--- src/rtl/wave_capture.sv ---
// wave_capture: serial-to-parallel capture of a 1-bit wave into a buffer of
// DEPTH words of WORD_W bits, LSB first, with a combinational readback port.
module wave_capture #(
   parameter int WORD_W = 8,
   parameter int DEPTH  = 16,
   parameter int ADDR_W = 4
) (
   input  logic              clk,
   input  logic              clear_n,
   input  logic              start,
   input  logic              wave,
   output logic              busy,
   output logic              done,
   output logic              word_valid,
   output logic [WORD_W-1:0] word_out,
   output logic [ADDR_W-1:0] word_idx,
   input  logic [ADDR_W-1:0] rd_addr,
   output logic [WORD_W-1:0] rd_data
);

   localparam int CNT_W = (WORD_W > 1) ? $clog2(WORD_W) : 1;

   typedef enum logic [1:0] {
      S_IDLE,
      S_CAPTURE,
      S_DONE
   } state_t;

   state_t              state_q, state_d;
   logic [CNT_W-1:0]    bit_cnt_q, bit_cnt_d;
   // Holds the first WORD_W-1 bits of the word; the last bit comes straight
   // from the wave input on the completing edge.
   logic [WORD_W-2:0]   shreg_q, shreg_d;
   logic [WORD_W-1:0]   word_out_q, word_out_d;
   logic [ADDR_W-1:0]   word_idx_q, word_idx_d;
   logic                word_valid_q, word_valid_d;

   logic [WORD_W-1:0]   mem [DEPTH];
   logic                wr_en;
   logic [WORD_W-1:0]   wr_word;

   // Next-state and datapath update for the capture FSM
   always_comb begin
      state_d      = state_q;
      bit_cnt_d    = bit_cnt_q;
      shreg_d      = shreg_q;
      word_out_d   = word_out_q;
      word_idx_d   = word_idx_q;
      word_valid_d = 1'b0;
      wr_en        = 1'b0;
      wr_word      = {wave, shreg_q};

      case (state_q)
         S_IDLE: begin
            if (start) begin
               state_d    = S_CAPTURE;
               bit_cnt_d  = '0;
               word_idx_d = '0;
            end
         end
         S_CAPTURE: begin
            shreg_d   = {wave, shreg_q[WORD_W-2:1]};
            bit_cnt_d = bit_cnt_q + 1'b1;
            if (bit_cnt_q == CNT_W'(WORD_W - 1)) begin
               wr_en        = 1'b1;
               word_out_d   = wr_word;
               word_valid_d = 1'b1;
               bit_cnt_d    = '0;
               if (word_idx_q == ADDR_W'(DEPTH - 1)) begin
                  word_idx_d = '0;
                  state_d    = S_DONE;
               end else begin
                  word_idx_d = word_idx_q + 1'b1;
               end
            end
         end
         S_DONE: begin
            if (start) begin
               state_d    = S_CAPTURE;
               bit_cnt_d  = '0;
               word_idx_d = '0;
            end
         end
         default: state_d = S_IDLE;
      endcase
   end

   // State and control registers with synchronous active-low clear
   always_ff @(posedge clk) begin
      if (!clear_n) begin
         state_q      <= S_IDLE;
         bit_cnt_q    <= '0;
         shreg_q      <= '0;
         word_out_q   <= '0;
         word_idx_q   <= '0;
         word_valid_q <= 1'b0;
      end else begin
         state_q      <= state_d;
         bit_cnt_q    <= bit_cnt_d;
         shreg_q      <= shreg_d;
         word_out_q   <= word_out_d;
         word_idx_q   <= word_idx_d;
         word_valid_q <= word_valid_d;
      end
   end

   // Capture buffer: not cleared by reset, and a clear suppresses any write
   always_ff @(posedge clk) begin
      if (clear_n && wr_en) begin
         mem[word_idx_q] <= wr_word;
      end
   end

   // Outputs
   always_comb begin
      busy       = (state_q == S_CAPTURE);
      done       = (state_q == S_DONE);
      word_valid = word_valid_q;
      word_out   = word_out_q;
      word_idx   = word_idx_q;
      rd_data    = mem[rd_addr];
   end

endmodule

--- config.mk ---
export PLATFORM = sky130hd
export DESIGN_NAME = wave_capture
export DESIGN_NICKNAME = d
export VERILOG_FILES = /design/src/rtl/wave_capture.sv
export SDC_FILE = /design/constraint.sdc
export NUM_CORES = 1
export LEC_CHECK = 0
export BUFFER_PORTS_ARGS = -buffer_cell sky130_fd_sc_hd__buf_2
export CAP_MARGIN = 20
export CORE_AREA = 2 2 127 80
export CTS_CLUSTER_SIZE = 25
export DETAILED_ROUTE_END_ITERATION = 6
export DIE_AREA = 0 0 129 82
export GPL_TIMING_DRIVEN = 0
export PLACE_DENSITY = 0.94
export SETUP_SLACK_MARGIN = 0.02
export SLEW_MARGIN = 20
export SYNTH_ARGS = -nofsm -noshare
export SYNTH_HDL_FRONTEND = slang
export SYNTH_SLANG_ARGS = --single-unit
--- constraint.sdc ---
create_clock -name clk -period 5.05 [get_ports clk]
set_clock_uncertainty 0.2 [all_clocks]
set_input_delay 0.505 -clock clk [delete_from_list [all_inputs] [get_ports clk]]
set_output_delay 0.505 -clock clk [all_outputs]
set_load 0.03 [all_outputs]
==> results of run 1 <==
power by group through the flow:
stage	Sequential [mW]	Combinational, mW	Clock (mW)
2_1_floorplan	1.39	0.0766	0
3_3_place_gp	1.39	0.106	0
3_5_place_dp	1.39	0.108	0
4_1_cts	1.36	0.110	1.18
5_1_grt	1.36	0.118	1.23
6_report	1.36	0.110	1.17
worst max-delay path: cells and delay by family:
family / cells / cell delay (ps)
multiplexers: 1 / 420
AND/OR/NAND/NOR: 1 / 90
buffers and inverters: 3 / 910
AO/OA/AOI/OAI: 1 / 210
synth_stat cells, drive strengths merged (2+ instances only):
library cell / number
edfxtp: 128
nand2: 43
mux4: 32
dfxtp: 25
a21oi: 20
a22oi: 16
nor2: 15
nand3: 12
clkbuf: 9
buf: 8
ha: 7
inv: 5
nor3: 5
nand2b: 4
clkdlybuf4s25: 3
a31oi: 2
nand4: 2
nor2b: 2
through the flow:
step	instances	utilization [%]	setup WS [ps]	cell area (um2)
after floorplan	348	-	2661	5988
after global placement	512	66.38	2110	6302
after detailed placement	512	66.64	2217	6327
after CTS	543	72.36	2197	6870
after global routing	543	72.36	2127	6870
final	543	72.36	2200	6870
per-layer routing:
layer | vias to the layer above | wire, um | GRT usage, %
li1 | 1461 | - | -
met1 | 1665 | 5390 | 34.87
met2 | 164 | 5809 | 39.79
met3 | 23 | 843 | 6.515
met4 | 0 | 261 | 10.43
met5 | - | 0 | 0
worst paths after layout:
kind	endpoint	slack, ps	depth (start not counted)
max	rd_data[4]	2200	6
min	word_idx[2]	220	2
max reg2reg	mem[9][7]	2300	6
min reg2reg	word_out[1]	260	2
cell families (layout without fill, tap and decap cells):
group | after synthesis | count (layout) | synth area share (%)
simple gates | 91 | 91 | 6.895
flops | 153 | 153 | 72.54
compound gates | 39 | 39 | 4.033
mux | 32 | 32 | 12.54
xor+xnor | 1 | 1 | 0.1463
buf+inv | 25 | 85 | 2.382
fa+ha+maj | 7 | 7 | 1.463
flip-flops by register name, indices dropped and copies added, names as in the netlist:
register / cells
word_idx: 4
word_out: 8
shreg_q: 7
mem: 128
state_q: 2
word_valid: 1
bit_cnt_q: 3
area by class of cell:
| class | count | area, um2 | share of cell area (%) |
|---|---|---|---|
| plain buffers | 20 | 123.9 | 1.803 |
| clock buffers | 20 | 436.7 | 6.356 |
| clock inverters | 11 | 106.4 | 1.548 |
| inverters | 5 | 18.77 | 0.2732 |
| multi-input cells | 170 | 1526 | 22.22 |
| flip-flops and latches | 153 | 4344 | 63.23 |
| well taps | 135 | 168.9 | 2.459 |
| repair buffers | 29 | 145.1 | 2.113 |
==> impl_metrics.ini, run 1 <==
[worst_setup_path]
crit_start = rd_addr[1]
endpoint_kind = output pin
path_common_cell = buf_2
crit_slowest_cell = buf_1
r2r-start = bit_cnt_q[0]
critical_path_required_ps = 4350
critPathArrivalTime_ps = 2140
slowest_delay_ps = 590
critical_path_peak_fanout = 10
start_kind = input pin
crit_type = in2out
crit_chain = buf_2 > buf_1 > mux4_2 > a22oi_1 > nand2_1 > buf_2

[final_layout]
layout_common_cells = edfxtp_1 (128), nand2_1 (43), buf_2 (32), dfxtp_1 (25), mux4_2 (24)
num_antenna_cells = 0
final_common_cell = edfxtp_1
syn_to_final_growth_pct = 14.73
drive_gt1_share_pct = 22.55
fin_nets = 411
fillCellCount = 574

[global_routing]
grt_start_max_net_pins = 20
track_usage_pct = 25.37
grt.overflow.total = 0
grt_pass1_wl_um = 18510
grt_pass1_vias = 3328
grt_antenna_before_repair = 0

[run_status]
status = finished, final reports clean

[cts]
numCtsBuffers = 17
holdBufCountCts = 0
htree_num_levels = 4
cts_tree = yes
cts_resized = 0
cts_root_buffer = clkbuf_16
postCtsSetupBuffers = 0
clock_path_buffers = 2
cts.sinks = 153
insertion_delay_ps = 410
clkTransAtPathRegs_ps = 50

[pwr]
swShare_pct = 20.10
p_comb_share_pct = 4.1
power.share.sequential_pct = 51.5
vdd_drop_max_v = 0.0002795
power_frac_clock_pct = 44.4
intPower_mw = 2.114
p_switching_mw = 0.5319
power_density_nw_per_um2 = 385.1
power_mw = 2.646
p_leak_nw = 2.360

[floorplanning]
dieArea_um2 = 10580
start_util_pct = 63.07
core.rowCount = 28
core_um2 = 9494
ios = 31
die_w_um = 129
die_y_um = 82

[synthesis]
synth_edf_count = 128
synth_area_leaders = edfxtp_1 (64%), mux4_2 (9.0%), dfxtp_1 (8.4%)
ys_seq_area_share_pct = 72.54
synth_top_area_cell = edfxtp_1
yosysUniqueCellTypes = 32
yosys.area.top_type_share_pct = 64.19
ys.flop_type = edfxtp_1
netlist_instances = 348
async_flop_share_pct = 0
yosys_warnings = 0
syn_area_um2 = 5988
syn_area_per_cell_um2 = 17.21
synth_nets = 363
synth-seq-cells = 153

[timing]
hold_ws_ps = 217.3
hold_viol_final = 0
relSlewSlack_pct = 42.28
setup_viol = 0
rsz0062_at_grt = no
fmax_mhz = 350.9
tns_ps = 0
fin_crit_sh_pct = 56.43
maxSlewViolCount = 0
worst_pin_slew_ps = 862.6
min_period_ps = 2850

[routing]
via_count = 3313
drt-total-wl_um = 12300
initialDrtViolationCount = 434
antenna_left = 0
via_per_inst = 6.101
drc = 0
wl_per_cell_um = 22.66
dr.pass1.iters = 5

[place]
numPortBuffers = 29
hpwl_um = 7756
gp_congestion = 0.8275

[worst_hold_path]
hp-start = clear_n
hp-class = in2reg

[run]
max_cap_viol_count = 0
Note: power is estimated with default switching activity, not from simulation.
==> run 2, diff against run 1 <==
--- a/config.mk
+++ b/config.mk
@@ -7,12 +7,12 @@
 export LEC_CHECK = 0
 export BUFFER_PORTS_ARGS = -buffer_cell sky130_fd_sc_hd__buf_2
 export CAP_MARGIN = 20
-export CORE_AREA = 2 2 127 80
+export CORE_AREA = 2 2 132 83
 export CTS_CLUSTER_SIZE = 25
 export DETAILED_ROUTE_END_ITERATION = 6
-export DIE_AREA = 0 0 129 82
+export DIE_AREA = 0 0 134 85
 export GPL_TIMING_DRIVEN = 0
-export PLACE_DENSITY = 0.94
+export PLACE_DENSITY = 0.88
 export SETUP_SLACK_MARGIN = 0.02
 export SLEW_MARGIN = 20
 export SYNTH_ARGS = -nofsm -noshare
==> constraint.sdc (replaced) <==
create_clock -name clk -period 2.97 [get_ports clk]
set_clock_uncertainty 0.2 [all_clocks]
set_input_delay 0.297 -clock clk [delete_from_list [all_inputs] [get_ports clk]]
set_output_delay 0.297 -clock clk [all_outputs]
set_load 0.03 [all_outputs]
==> run 2 against run 1 <==
Register-to-register slack got worse by 2100 ps. First-iteration DRC count down 12%. Total power is 74% higher. Core utilization shrank 4.4 points. Combinational power increased by 72%. Flip-flop and latch count unchanged. Via count up 0.66%. Count of clock-buffer cells in the layout is 6 higher. Routed wire length increased by 2.3%. Global-route usage is 1.6 points lower. Die area grew 7.7%. Non-clock buffer count grew 1. Critical path type is now reg2reg. Largest power group unchanged.
==> impl_metrics.ini, run 2 (synthesis results as in run 1) <==
[routing]
antenna_left = 0
initialDrtViolationCount = 384
via_per_inst = 6.075
via_count = 3335
wl_per_cell_um = 22.93
drt-total-wl_um = 12590
dr.pass1.iters = 5
drc = 0

[run_status]
status = finished, final reports clean

[cts]
numCtsBuffers = 17
htree_num_levels = 4
clock_path_buffers = 2
clkTransAtPathRegs_ps = 60
cts.sinks = 153
cts_tree = yes
cts_resized = 0
cts_root_buffer = clkbuf_16
insertion_delay_ps = 410

[place]
post-place-ws_ps = 301.8
hpwl_um = 7970
numPortBuffers = 29
gp_congestion = 0.8426

[global_routing]
grt_pass1_vias = 3340
grt_antenna_before_repair = 0
grt.overflow.total = 0
track_usage_pct = 23.77
grt_pass1_wl_um = 19020
grt_start_max_net_pins = 20

[floorplanning]
start_util_pct = 58.73
dieArea_um2 = 11390
ios = 31
core.rowCount = 29
die_y_um = 85
die_w_um = 134
core_um2 = 10200

[final_layout]
syn_to_final_growth_pct = 15.75
fillCellCount = 664
largest_reg_flops = 128
fin_nets = 412
num_antenna_cells = 0
final_util_pct = 67.98
layout_common_cells = edfxtp_1 (128), nand2_1 (43), buf_2 (32), dfxtp_1 (25), mux4_2 (24)
regMostFlops = mem
final_common_cell = edfxtp_1
drive_gt1_share_pct = 23.66

[pwr]
p_leak_nw = 2.399
power_density_nw_per_um2 = 662.6
vdd_drop_max_v = 0.0004439
power_mw = 4.593

[timing]
fmax_mhz = 365.6
fin_crit_sh_pct = 92.10
setup_slack_ps = 234.6
relSlewSlack_pct = 39.16
setup_viol = 0
worst_pin_slew_ps = 909.3
hold_viol_final = 0
hold_ws_ps = 20.53
min_period_ps = 2735
rsz0062_at_grt = no
maxSlewViolCount = 0
tns_ps = 0

[worst_setup_path]
critical_path_required_ps = 2800
start_kind = flip-flop
critical_path_peak_fanout = 8
crit_type = reg2reg
endpoint_kind = flip-flop
critPathArrivalTime_ps = 2570

[worst_hold_path]
hp-class = in2reg

[run]
max_cap_viol_count = 0
==> run 2: cell count changes in the layout (fill, tap and decap cells not counted) <==
cell | before | now
bufinv_16 | 2 | 0
clkbuf_16 | 17 | 21
clkbuf_4 | 0 | 1
clkbuf_8 | 0 | 1
clkinv_1 | 4 | 0
clkinv_2 | 3 | 5
clkinv_4 | 1 | 0
clkinvlp_4 | 1 | 0
dlygate4sd3_1 | 0 | 1
inv_4 | 0 | 1
==> run 2: repair_timing <==
item / in CTS / in global routing
hold buffers: 1 / 0
buffers inserted: 0 / 0
hold endpoints to repair: 1 / 0
==> run 2: metal layers <==
metal / GRT usage, % / vias to the layer above / wire, um
met2: 36.69 / 184 / 5932
met3: 9.080 / 13 / 1534
met4: 6.286 / 0 / 106
li1: - / 1462 / -
met5: 0 / - / 0
met1: 32.41 / 1676 / 5016
==> run 2: area by class of cell <==
class	count	area (um2)	share of cell area (%)
Sequential cell	153	4344	62.67
Multi-Input combinational cell	170	1526	22.02
Clock buffer	26	558.0	8.051
Tap cell	139	173.9	2.509
Timing Repair Buffer	30	155.1	2.238
Buffer	20	123.9	1.787
Clock inverter	6	31.28	0.4513
Inverter	5	18.77	0.2708
==> run 2: worst paths after layout <==
path,startpoint,to,slack [ps],depth (start not counted)
setup / recovery,bit_cnt_q[0],mem[10][2],230,6
setup reg to reg,bit_cnt_q[0],mem[10][2],230,6
hold / removal,start,state_q[1],20,4
hold reg to reg,word_out[1],word_out[1],260,2
==> run 2: through the flow <==
stage / cells / area, um2
2_1_floorplan: 348 / 5988
3_3_place_gp: 516 / 6307
3_5_place_dp: 516 / 6332
4_1_cts: 549 / 6932
5_1_grt: 549 / 6932
6_report: 549 / 6932
==> run 2: critical path: stages (launching register included) <==
cell	delay, ps
dfxtp_1	370
ha_1	200
ha_1	230
and3b_1	180
clkbuf_1	210
nand3_1	220
nor2_1	750
==> run 2: power breakdown <==
group | switching, mW | internal [mW] | total [mW]
sequential | 0.0102 | 2.31 | 2.32
combinational | 0.115 | 0.0742 | 0.189
clock | 0.793 | 1.29 | 2.09
